==> src/rtl/vga_sync_capture.sv <==
// vga_sync_capture: receives a 6-bit-colour VGA signal on ui_in, measures
// hsync/vsync timing and captures 16 colour samples from one selected line.
// Optional macro VGA_CAPTURE_MEASURE_EN builds the H_PERIOD, H_PULSE and
// V_LINES measurement registers; when it is undefined those registers read 0.
//
// Bus handshake: the register port never stalls (data_ready is tied 1). A
// write is any data_write_n other than 2'b11 and lands on the next clock
// edge; data_out is a purely combinational decode of address.
module vga_sync_capture #(
  parameter int NUM_SAMPLES = 16,
  parameter int CNT_W       = 12
) (
  input  logic        clk,
  input  logic        rst_n,
  input  logic [7:0]  ui_in,
  output logic [7:0]  uo_out,
  input  logic [5:0]  address,
  input  logic [31:0] data_in,
  input  logic [1:0]  data_write_n,
  input  logic [1:0]  data_read_n,
  output logic [31:0] data_out,
  output logic        data_ready,
  output logic        user_interrupt
);

  localparam int IDX_W = $clog2(NUM_SAMPLES);
  localparam int NUM_WORDS = NUM_SAMPLES / 4;

  typedef enum logic [2:0] {
    S_IDLE      = 3'd0,
    S_ARMED     = 3'd1,
    S_WAIT_LINE = 3'd2,
    S_WAIT_X    = 3'd3,
    S_SAMPLE    = 3'd4,
    S_DONE      = 3'd5
  } state_t;

  // Input decode: syncs are active-low, colour is reassembled as {B,G,R} pairs.
  logic       w_hsync;
  logic       w_vsync;
  logic [5:0] w_colour;
  assign w_hsync  = ui_in[7];
  assign w_vsync  = ui_in[3];
  assign w_colour = {ui_in[6], ui_in[2], ui_in[5], ui_in[1], ui_in[4], ui_in[0]};

  // Bus decode.
  logic w_wr;
  logic w_arm;
  logic w_abort;
  assign w_wr    = (data_write_n != 2'b11);
  assign w_abort = w_wr && (address == 6'h00) && data_in[1];
  assign w_arm   = w_wr && (address == 6'h00) && data_in[0];

  // Read strobe and upper write bits carry no information for this block.
  logic w_unused;
  assign w_unused = ^{data_read_n, data_in[31:CNT_W]};

  logic [9:0]       r_line_sel;
  logic [CNT_W-1:0] r_x_start;
  logic [6:0]       r_sample_div;
  logic             r_hs_d;
  logic             r_vs_d;
  logic [9:0]       r_line_cnt;
  logic             r_frame_seen;
  state_t           r_state;
  logic [CNT_W-1:0] r_x_cnt;
  logic [6:0]       r_d_cnt;
  logic [IDX_W-1:0] r_s_idx;
  logic             r_truncated;
  logic [5:0]       r_buf [NUM_SAMPLES];

  logic w_hs_fall;
  logic w_vs_fall;
  assign w_hs_fall = r_hs_d & ~w_hsync;
  assign w_vs_fall = r_vs_d & ~w_vsync;

  // Software-writable configuration registers.
  always_ff @(posedge clk) begin
    if (!rst_n) begin
      r_line_sel   <= '0;
      r_x_start    <= '0;
      r_sample_div <= '0;
    end else if (w_wr) begin
      case (address)
        6'h04: r_line_sel   <= data_in[9:0];
        6'h08: r_x_start    <= data_in[CNT_W-1:0];
        6'h0C: r_sample_div <= data_in[6:0];
        default: ;
      endcase
    end
  end

  // Previous-cycle sync levels for edge detection; idle level is high.
  always_ff @(posedge clk) begin
    if (!rst_n) begin
      r_hs_d <= 1'b1;
      r_vs_d <= 1'b1;
    end else begin
      r_hs_d <= w_hsync;
      r_vs_d <= w_vsync;
    end
  end

  // Line tracking: a vsync fall restarts the count; a coincident hsync fall
  // is line 0 of the new frame, so the count lands on 1.
  always_ff @(posedge clk) begin
    if (!rst_n) begin
      r_line_cnt   <= '0;
      r_frame_seen <= 1'b0;
    end else if (w_vs_fall) begin
      r_line_cnt   <= w_hs_fall ? 10'd1 : 10'd0;
      r_frame_seen <= 1'b1;
    end else if (w_hs_fall && (r_line_cnt != 10'h3FF)) begin
      r_line_cnt <= r_line_cnt + 10'd1;
    end
  end

  logic [9:0] w_line_idx;
  assign w_line_idx = w_vs_fall ? 10'd0 : r_line_cnt;

  logic [CNT_W-1:0] w_h_period;
  logic [CNT_W-1:0] w_h_pulse;
  logic [9:0]       w_v_lines;

`ifdef VGA_CAPTURE_MEASURE_EN
  localparam logic [CNT_W-1:0] CNT_MAX = {CNT_W{1'b1}};

  logic             w_hs_rise;
  logic [CNT_W-1:0] r_h_cnt;
  logic [CNT_W-1:0] r_p_cnt;
  logic [CNT_W-1:0] r_h_period;
  logic [CNT_W-1:0] r_h_pulse;
  logic [9:0]       r_v_lines;
  assign w_hs_rise = ~r_hs_d & w_hsync;

  // Line period: cycles between successive hsync falls, saturating.
  always_ff @(posedge clk) begin
    if (!rst_n) begin
      r_h_cnt    <= '0;
      r_h_period <= '0;
    end else if (w_hs_fall) begin
      r_h_cnt    <= CNT_W'(1);
      r_h_period <= r_h_cnt;
    end else if (r_h_cnt != CNT_MAX) begin
      r_h_cnt <= r_h_cnt + CNT_W'(1);
    end
  end

  // Sync pulse width: cycles with hsync low, latched on the rising edge.
  always_ff @(posedge clk) begin
    if (!rst_n) begin
      r_p_cnt   <= '0;
      r_h_pulse <= '0;
    end else if (w_hs_rise) begin
      r_h_pulse <= r_p_cnt;
      r_p_cnt   <= '0;
    end else if (!w_hsync && (r_p_cnt != CNT_MAX)) begin
      r_p_cnt <= r_p_cnt + CNT_W'(1);
    end
  end

  // Frame height: line count captured at each vsync fall.
  always_ff @(posedge clk) begin
    if (!rst_n) begin
      r_v_lines <= '0;
    end else if (w_vs_fall) begin
      r_v_lines <= r_line_cnt;
    end
  end

  assign w_h_period = r_h_period;
  assign w_h_pulse  = r_h_pulse;
  assign w_v_lines  = r_v_lines;
`else
  assign w_h_period = '0;
  assign w_h_pulse  = '0;
  assign w_v_lines  = '0;
`endif

  // Capture start at edge E. A vsync restart that coincides with the hsync
  // fall of line 0 can start immediately, otherwise LINE_SEL = 0 would never
  // be reachable on sources whose syncs fall together.
  logic w_in_capture;
  logic w_start;
  assign w_in_capture = (r_state == S_ARMED) || (r_state == S_WAIT_LINE) ||
                        (r_state == S_WAIT_X) || (r_state == S_SAMPLE);
  assign w_start = w_hs_fall && (w_line_idx == r_line_sel) &&
                   ((r_state == S_WAIT_LINE) || (w_vs_fall && w_in_capture));

  // Capture FSM: abort beats arm, arm beats everything else, vsync restarts
  // beat line truncation.
  always_ff @(posedge clk) begin
    if (!rst_n) begin
      r_state     <= S_IDLE;
      r_x_cnt     <= '0;
      r_d_cnt     <= '0;
      r_s_idx     <= '0;
      r_truncated <= 1'b0;
      for (int i = 0; i < NUM_SAMPLES; i++) r_buf[i] <= '0;
    end else if (w_abort) begin
      r_state     <= S_IDLE;
    end else if (w_arm) begin
      r_state     <= S_ARMED;
      r_truncated <= 1'b0;
      for (int i = 0; i < NUM_SAMPLES; i++) r_buf[i] <= '0;
    end else if (w_start) begin
      for (int i = 0; i < NUM_SAMPLES; i++) r_buf[i] <= '0;
      if (r_x_start == '0) begin
        r_buf[0] <= w_colour;
        r_s_idx  <= IDX_W'(1);
        r_d_cnt  <= r_sample_div;
        r_state  <= S_SAMPLE;
      end else begin
        r_x_cnt  <= r_x_start;
        r_state  <= S_WAIT_X;
      end
    end else if (w_vs_fall && w_in_capture) begin
      r_state <= S_WAIT_LINE;
      for (int i = 0; i < NUM_SAMPLES; i++) r_buf[i] <= '0;
    end else begin
      case (r_state)
        S_WAIT_X: begin
          if (w_hs_fall) begin
            r_state     <= S_DONE;
            r_truncated <= 1'b1;
          end else if (r_x_cnt == CNT_W'(1)) begin
            r_buf[0] <= w_colour;
            r_s_idx  <= IDX_W'(1);
            r_d_cnt  <= r_sample_div;
            r_state  <= S_SAMPLE;
          end else begin
            r_x_cnt <= r_x_cnt - CNT_W'(1);
          end
        end
        S_SAMPLE: begin
          if (w_hs_fall) begin
            r_state     <= S_DONE;
            r_truncated <= 1'b1;
          end else if (r_d_cnt == '0) begin
            r_buf[r_s_idx] <= w_colour;
            if (r_s_idx == IDX_W'(NUM_SAMPLES - 1)) begin
              r_state <= S_DONE;
            end else begin
              r_s_idx <= r_s_idx + IDX_W'(1);
              r_d_cnt <= r_sample_div;
            end
          end else begin
            r_d_cnt <= r_d_cnt - 7'd1;
          end
        end
        default: ;
      endcase
    end
  end

  logic w_busy;
  logic w_done;
  assign w_busy = (r_state != S_IDLE) && (r_state != S_DONE);
  assign w_done = (r_state == S_DONE);

  // Buffer packing: four 6-bit samples per word, two zero bits above each.
  logic [31:0] w_buf_word [NUM_WORDS];
  always_comb begin
    for (int n = 0; n < NUM_WORDS; n++) begin
      w_buf_word[n] = {2'b00, r_buf[4*n+3], 2'b00, r_buf[4*n+2],
                       2'b00, r_buf[4*n+1], 2'b00, r_buf[4*n]};
    end
  end

  // Register read mux; unmapped addresses read 0.
  always_comb begin
    data_out = '0;
    case (address)
      6'h00: data_out = {28'd0, r_truncated, w_done, w_busy, r_frame_seen};
      6'h04: data_out = {22'd0, r_line_sel};
      6'h08: data_out = {{(32-CNT_W){1'b0}}, r_x_start};
      6'h0C: data_out = {25'd0, r_sample_div};
      6'h10: data_out = {{(32-CNT_W){1'b0}}, w_h_period};
      6'h14: data_out = {{(32-CNT_W){1'b0}}, w_h_pulse};
      6'h18: data_out = {22'd0, w_v_lines};
      6'h20: data_out = w_buf_word[0];
      6'h24: data_out = w_buf_word[1];
      6'h28: data_out = w_buf_word[2];
      6'h2C: data_out = w_buf_word[3];
      default: data_out = '0;
    endcase
  end

  assign uo_out         = 8'h00;
  assign data_ready     = 1'b1;
  assign user_interrupt = w_done;

endmodule

==> config.mk <==
export PLATFORM = sky130hd
export DESIGN_NAME = vga_sync_capture
export DESIGN_NICKNAME = d
export VERILOG_FILES = /design/src/rtl/vga_sync_capture.sv
export SDC_FILE = /design/constraint.sdc
export NUM_CORES = 1
export LEC_CHECK = 0
export CORE_UTILIZATION = 27
export CTS_CLUSTER_SIZE = 10
export DETAILED_ROUTE_END_ITERATION = 7
export PLACE_DENSITY = 0.56
export SKIP_CTS_REPAIR_TIMING = 1
export SLEW_MARGIN = 5
export SYNTH_ARGS = -nofsm -noshare
export SYNTH_HDL_FRONTEND = slang
export SYNTH_SLANG_ARGS = --single-unit
==> constraint.sdc <==
create_clock -name clk -period 8.4 [get_ports clk]
set_input_delay 1.68 -clock clk [delete_from_list [all_inputs] [get_ports clk]]
set_output_delay 1.68 -clock clk [all_outputs]
set_load 0.01 [all_outputs]
== After elaboration in Yosys (flattened, before gate mapping) ==
Memory sizes are Yosys's and may differ from the RTL's.
Cells that the tools add are included.

* Add/sub/neg operators: 4
* Multipliers: 0
* Div/mod/pow operators: 0
* Order comparisons: 0
* Equality and inequality tests: 37
* Shift operators: 0
* Multiplexer cells: 137
* Bitwise logic cells: 57
* Reduce and logical (&&, ||, !) cells: 36

{| class="wikitable"
|+ Operators by type and width
! kind !! count
|-
| $mux W6 || 51
|-
| $pmux W30 S8 || 1
|-
| $mux W12 || 6
|-
| $mux W7 || 8
|-
| $or A1 B1 Y1 || 50
|-
| $mux W1 || 48
|-
| $mux W4 || 9
|-
| $mux W10 || 3
|-
| $eq A6 B6 Y1 const B || 4
|-
| $mux W3 || 8
|-
| $ne A6 B4 Y1 const B || 3
|-
| $ne A5 B3 Y1 const B || 3
|-
| $pmux W7 S2 || 1
|-
| $eq A12 B1 Y1 const B || 1
|-
| $eq A6 B4 Y1 const B || 2
|-
| $logic_not A12 Y1 || 1
|-
| $ne A2 B2 Y1 const B || 6
|-
| $ne A3 B3 Y1 const B || 4
|-
| $sub A12 B1 Y12 const B || 1
|-
| $add A10 B1 Y10 const B || 1
|-
| $eq A10 B10 Y1 || 1
|-
| $ne A10 B10 Y1 const B || 1
|-
| $reduce_and A10 Y1 || 1
|-
| $reduce_and A9 Y1 || 1
|-
| other kinds (29) || 56
|}

* Register bits after elaboration: 69
* Bits in latches: 0
* Memory bits (writable): 96
* ROM bits: 0
* Output and inout port bits: 42
* Memories: 1

{| class="wikitable"
|+ Memory list
! memory !! depth !! width !! read ports !! clocked after Yosys merged registers in !! write ports !! RTL line !! text
|-
| r_buf || 16 || 6 || 16 || 0 || 16 || 70 || <nowiki>logic [5:0] r_buf [NUM_SAMPLES];</nowiki>
|}

== Logic depth before layout (Yosys ltp) ==
* Depth after elaboration: 17
* Mapped depth: 11

== Worst setup path after synthesis ==
No wires, ideal clock.

* Path kind: input port to output port
* Start point: input port address[1]
* End point: output port data_out[0]
* Arrival: 3.092 ns
* Data required time: 6.720 ns
* Slack: 3.628 ns
* Stages on the path: 6
* Buffers on the path: 1
* Path through: or4_1 > clkbuf_1 > nor3_1 > a22o_1 > a221oi_1 > nand3_1

* Word-level cells in the longest chain between the ends: 2

{| class="wikitable"
|+ Ends and longest elaborated chain
! item !! RTL line !! text
|-
| start: declaration || 17 || <nowiki>input logic [5:0] address,</nowiki>
|-
| $eq A6 B6 Y1, or another cell as far along || 273 || <nowiki>case (address)</nowiki>
|-
| $pmux W30 S8 * || 273 ||
|-
| end: declaration || 21 || <nowiki>output logic [31:0] data_out,</nowiki>
|}

Mark *: on every way between the ends. The rest lies on a longest branch, timed or not.

== Worst setup path in the final report ==
* Start point: input port address[3]
* End point: output port data_out[4]

Same word-level chain as after synthesis.

==> flow_metrics.py <==
metrics = {
    "worst_setup_path": {
        "crit_type": "in -> out",
        "crit_arrival_ns": 4.80,
        "path_cells": "clkdlybuf4s50_1, nand2b_1, nor2_1, buf_4, a22oi_1, nand4_1, clkdlybuf4s50_1",
        "cp-start-kind": "input port",
        "required_ns": 6.72,
        "critical_path.max_stage_delay_ns": 0.88,
        "crit_top_cell": "clkdlybuf4s50_1",
        "crit_buf_inv": 3,
        "cp_top_family": "buffers and inverters",
        "crit_path_end_kind": "primary output",
        "worstPathMaxFanout": 13,
        "crit_slowest_cell": "clkdlybuf4s50_1",
    },
    "clocking": {
        "clock_latency_ns": 0.44,
        "cts_sinks": 165,
        "htree_levels": 4,
        "tritoncts": "done",
        "clkTransAtPathRegs_ns": 0.06,
        "cts_made_buffers": 17,
        "cts_buffer_depth": 2,
        "cts-root-buf": "clkbuf_16",
    },
    "yosys": {
        "syn_inst": 878,
        "synth.most_common_cell": "nand2_1",
        "avgSynthCellArea_sq_um": 9.52,
        "synth_warnings": 0,
        "ys_top_cells_by_count": "nand2_1 (114), edfxtp_1 (96), and2_1 (93)",
        "syn_area_sq_um": 8360,
        "netlist.area_leader.share_pct": 34.5,
        "synthArstFlopShare_pct": 0,
        "yosys_most_used_dff": "edfxtp_1",
        "synth_top_area_cell": "edfxtp_1",
        "synth_edf_count": 96,
        "synth.distinct_cells": 67,
        "ys_seq_area_share_pct": 51.0,
        "ys_top_cells_by_area": "edfxtp_1 (34%), dfxtp_1 (17%), and2_1 (7.0%)",
        "ys_seq_elements": 165,
    },
    "sta": {
        "tightest_slew_ns": 1.23,
        "max_freq_mhz": 154,
        "relSlewSlack_pct": 18.0,
        "drv_slew": 0,
        "setup_tns_ns": 0,
        "fin_skew_ns": 0.00842,
        "min_period_ns": 6.48,
        "hold_viol_final": 0,
        "period_share_pct": 77.1,
        "rsz0062_at_grt": "false",
        "setup_viol_count_final": 0,
    },
    "route": {
        "drt-met1-wl_mm": 10.9,
        "dr_wl_met2_mm": 11.0,
        "drc_errors": 1,
        "routed_wl_mm": 23.6,
        "viasPerCell": 5.06,
        "route.top_layer_used": "met4",
        "drt_iter0_drc": 719,
        "ant_nets": 0,
        "wire_per_inst_microns": 17.9,
        "route.met3.wl_mm": 1.44,
        "vias": 6685,
        "firstDrtPassIters": 8,
    },
    "die": {
        "fp-row-count": 64,
        "start_util_pct": 27.4,
        "die_w_microns": 178,
        "core_area_sq_um": 30500,
        "die_h_microns": 178,
        "ios": 94,
        "die_area_sq_um": 31700,
    },
    "grt": {
        "grt-ovfl-total": 0,
        "grt_pass1_vias": 6280,
        "grt_use_total_pct": 15.3,
        "antenna_found_initial": 0,
        "grt_max_degree": 50,
        "grt_pass1_wl_mm": 35.9,
    },
    "run_status": {
        "status": "finished with violations",
        "failed_checks": "DRC",
    },
    "final_layout": {
        "finalNetCount": 972,
        "fillers": 3131,
        "syn_to_final_growth_pct": 17.2,
        "drive_gt1_share_pct": 5.84,
        "antenna_cells": 0,
    },
    "run": {
        "cap_violations": 0,
    },
    "pwr": {
        "p_total_mw": 2.17,
        "p_leak_nw": 3.45,
        "power.density_nw_per_um2": 221,
        "ir_drop_v": 0.000135,
    },
    "place": {
        "routabilityCongestion": 0.820,
        "io_buffers": 56,
        "dp_hpwl_mm": 16.4,
    },
    "hold_path": {
        "hp-class": "reg -> reg",
    },
}
worst min-delay path, delay by kind of cell (launching register included):
kind / cells / cell delay, ns
DFF: 1 / 0.31
and+or+nand+nor: 1 / 0.05
AOI/OAI and AO/OA: 1 / 0.05
per-stage QoR:
step	std cells	util, %	cell area (sq um)	setup WS (ns)	hold slack (ns)
2_1_floorplan	891	-	8410	3.63	0.439
3_3_place_gp	1288	30.2	9220	1.92	0.452
3_5_place_dp	1288	30.2	9220	1.89	0.461
4_1_cts	1320	32.1	9800	1.88	0.475
5_1_grt	1320	32.1	9800	1.69	0.511
6_report	1320	32.1	9800	1.92	0.470
state kept, by name, summed over array words and instances (netlist names), 3 cells and up:
| register | count |
|---|---|
| r_buf | 96 |
| r_d_cnt | 7 |
| r_line_cnt | 10 |
| r_line_sel | 10 |
| r_s_idx | 4 |
| r_sample_div | 7 |
| r_state | 3 |
| r_x_cnt | 12 |
| r_x_start | 12 |
worst paths after layout:
| kind | startpoint | to | slack (ns) | depth (start not counted) |
|---|---|---|---|---|
| worst max-delay path | address[3] | data_out[4] | 1.92 | 7 |
| worst min-delay path | r_d_cnt[5] | r_d_cnt[5] | 0.47 | 2 |
| worst max register to register | r_vs_d | r_x_cnt[1] | 4.62 | 9 |
| worst min register to register | r_d_cnt[5] | r_d_cnt[5] | 0.47 | 2 |
final cells by class:
class	count	area (sq um)	share of cell area, %
sequential	165	4260	43.5
multi-input combinational	651	3790	38.7
timing repair buffer	64	621	6.33
tap	396	495	5.06
clock buffer	19	433	4.42
clock inverter	13	148	1.51
inverter	12	45.0	0.460
power breakdown:
part / leakage (nW) / switching, mW / total (mW) / internal, mW
logic: 1.60 / 0.227 / 0.339 / 0.112
clock network: 0.283 / 0.348 / 0.790 / 0.443
registers: 1.57 / 0.0486 / 1.04 / 0.988
total: 3.45 / 0.624 / 2.17 / 1.54
cell families after synthesis:
logic type	after synthesis	synth area share, %
XOR/XNOR	11	1.15
AND/OR/NAND/NOR	404	24.8
other	2	0.0898
flip-flops	165	51.0
buffers and inverters	75	4.43
AO/OA/AOI/OAI	204	16.2
adder cells (fa/ha/maj)	9	1.35
multiplexers	8	0.958
layout by cell type (no fill, tap or decap), types with 5 or more instances in the layout:
cell             netlist  routed
nand3_1               25      25
inv_6                  0       5
nor2b_1               12      12
dfxtp_1               69      69
a21oi_1               54      54
edfxtp_1              96      96
a31oi_1               12      11
ha_1                   9       9
conb_1                 2      15
buf_4                 16       8
inv_1                 12      12
clkdlybuf4s50_1        0      56
and2_1                93      93
nor3_1                20      19
nor2_1                77      76
nand4_1               13      13
nor4_1                 7       7
nand2b_1              10      10
xor2_1                 7       7
o21ai_0               35      35
nand2_1              114     114
o211ai_1               7       7
clkbuf_16              0      17
mux2i_1                8       8
o32ai_1                6       6
a22oi_1               53      53
layer usage:
layer	up-vias	GRT usage (%)
li1	3212	-
met1	3242	20.4
met2	214	24.4
met3	17	3.45
met4	0	5.02
met5	-	0
(Power assumes the default switching activity.)
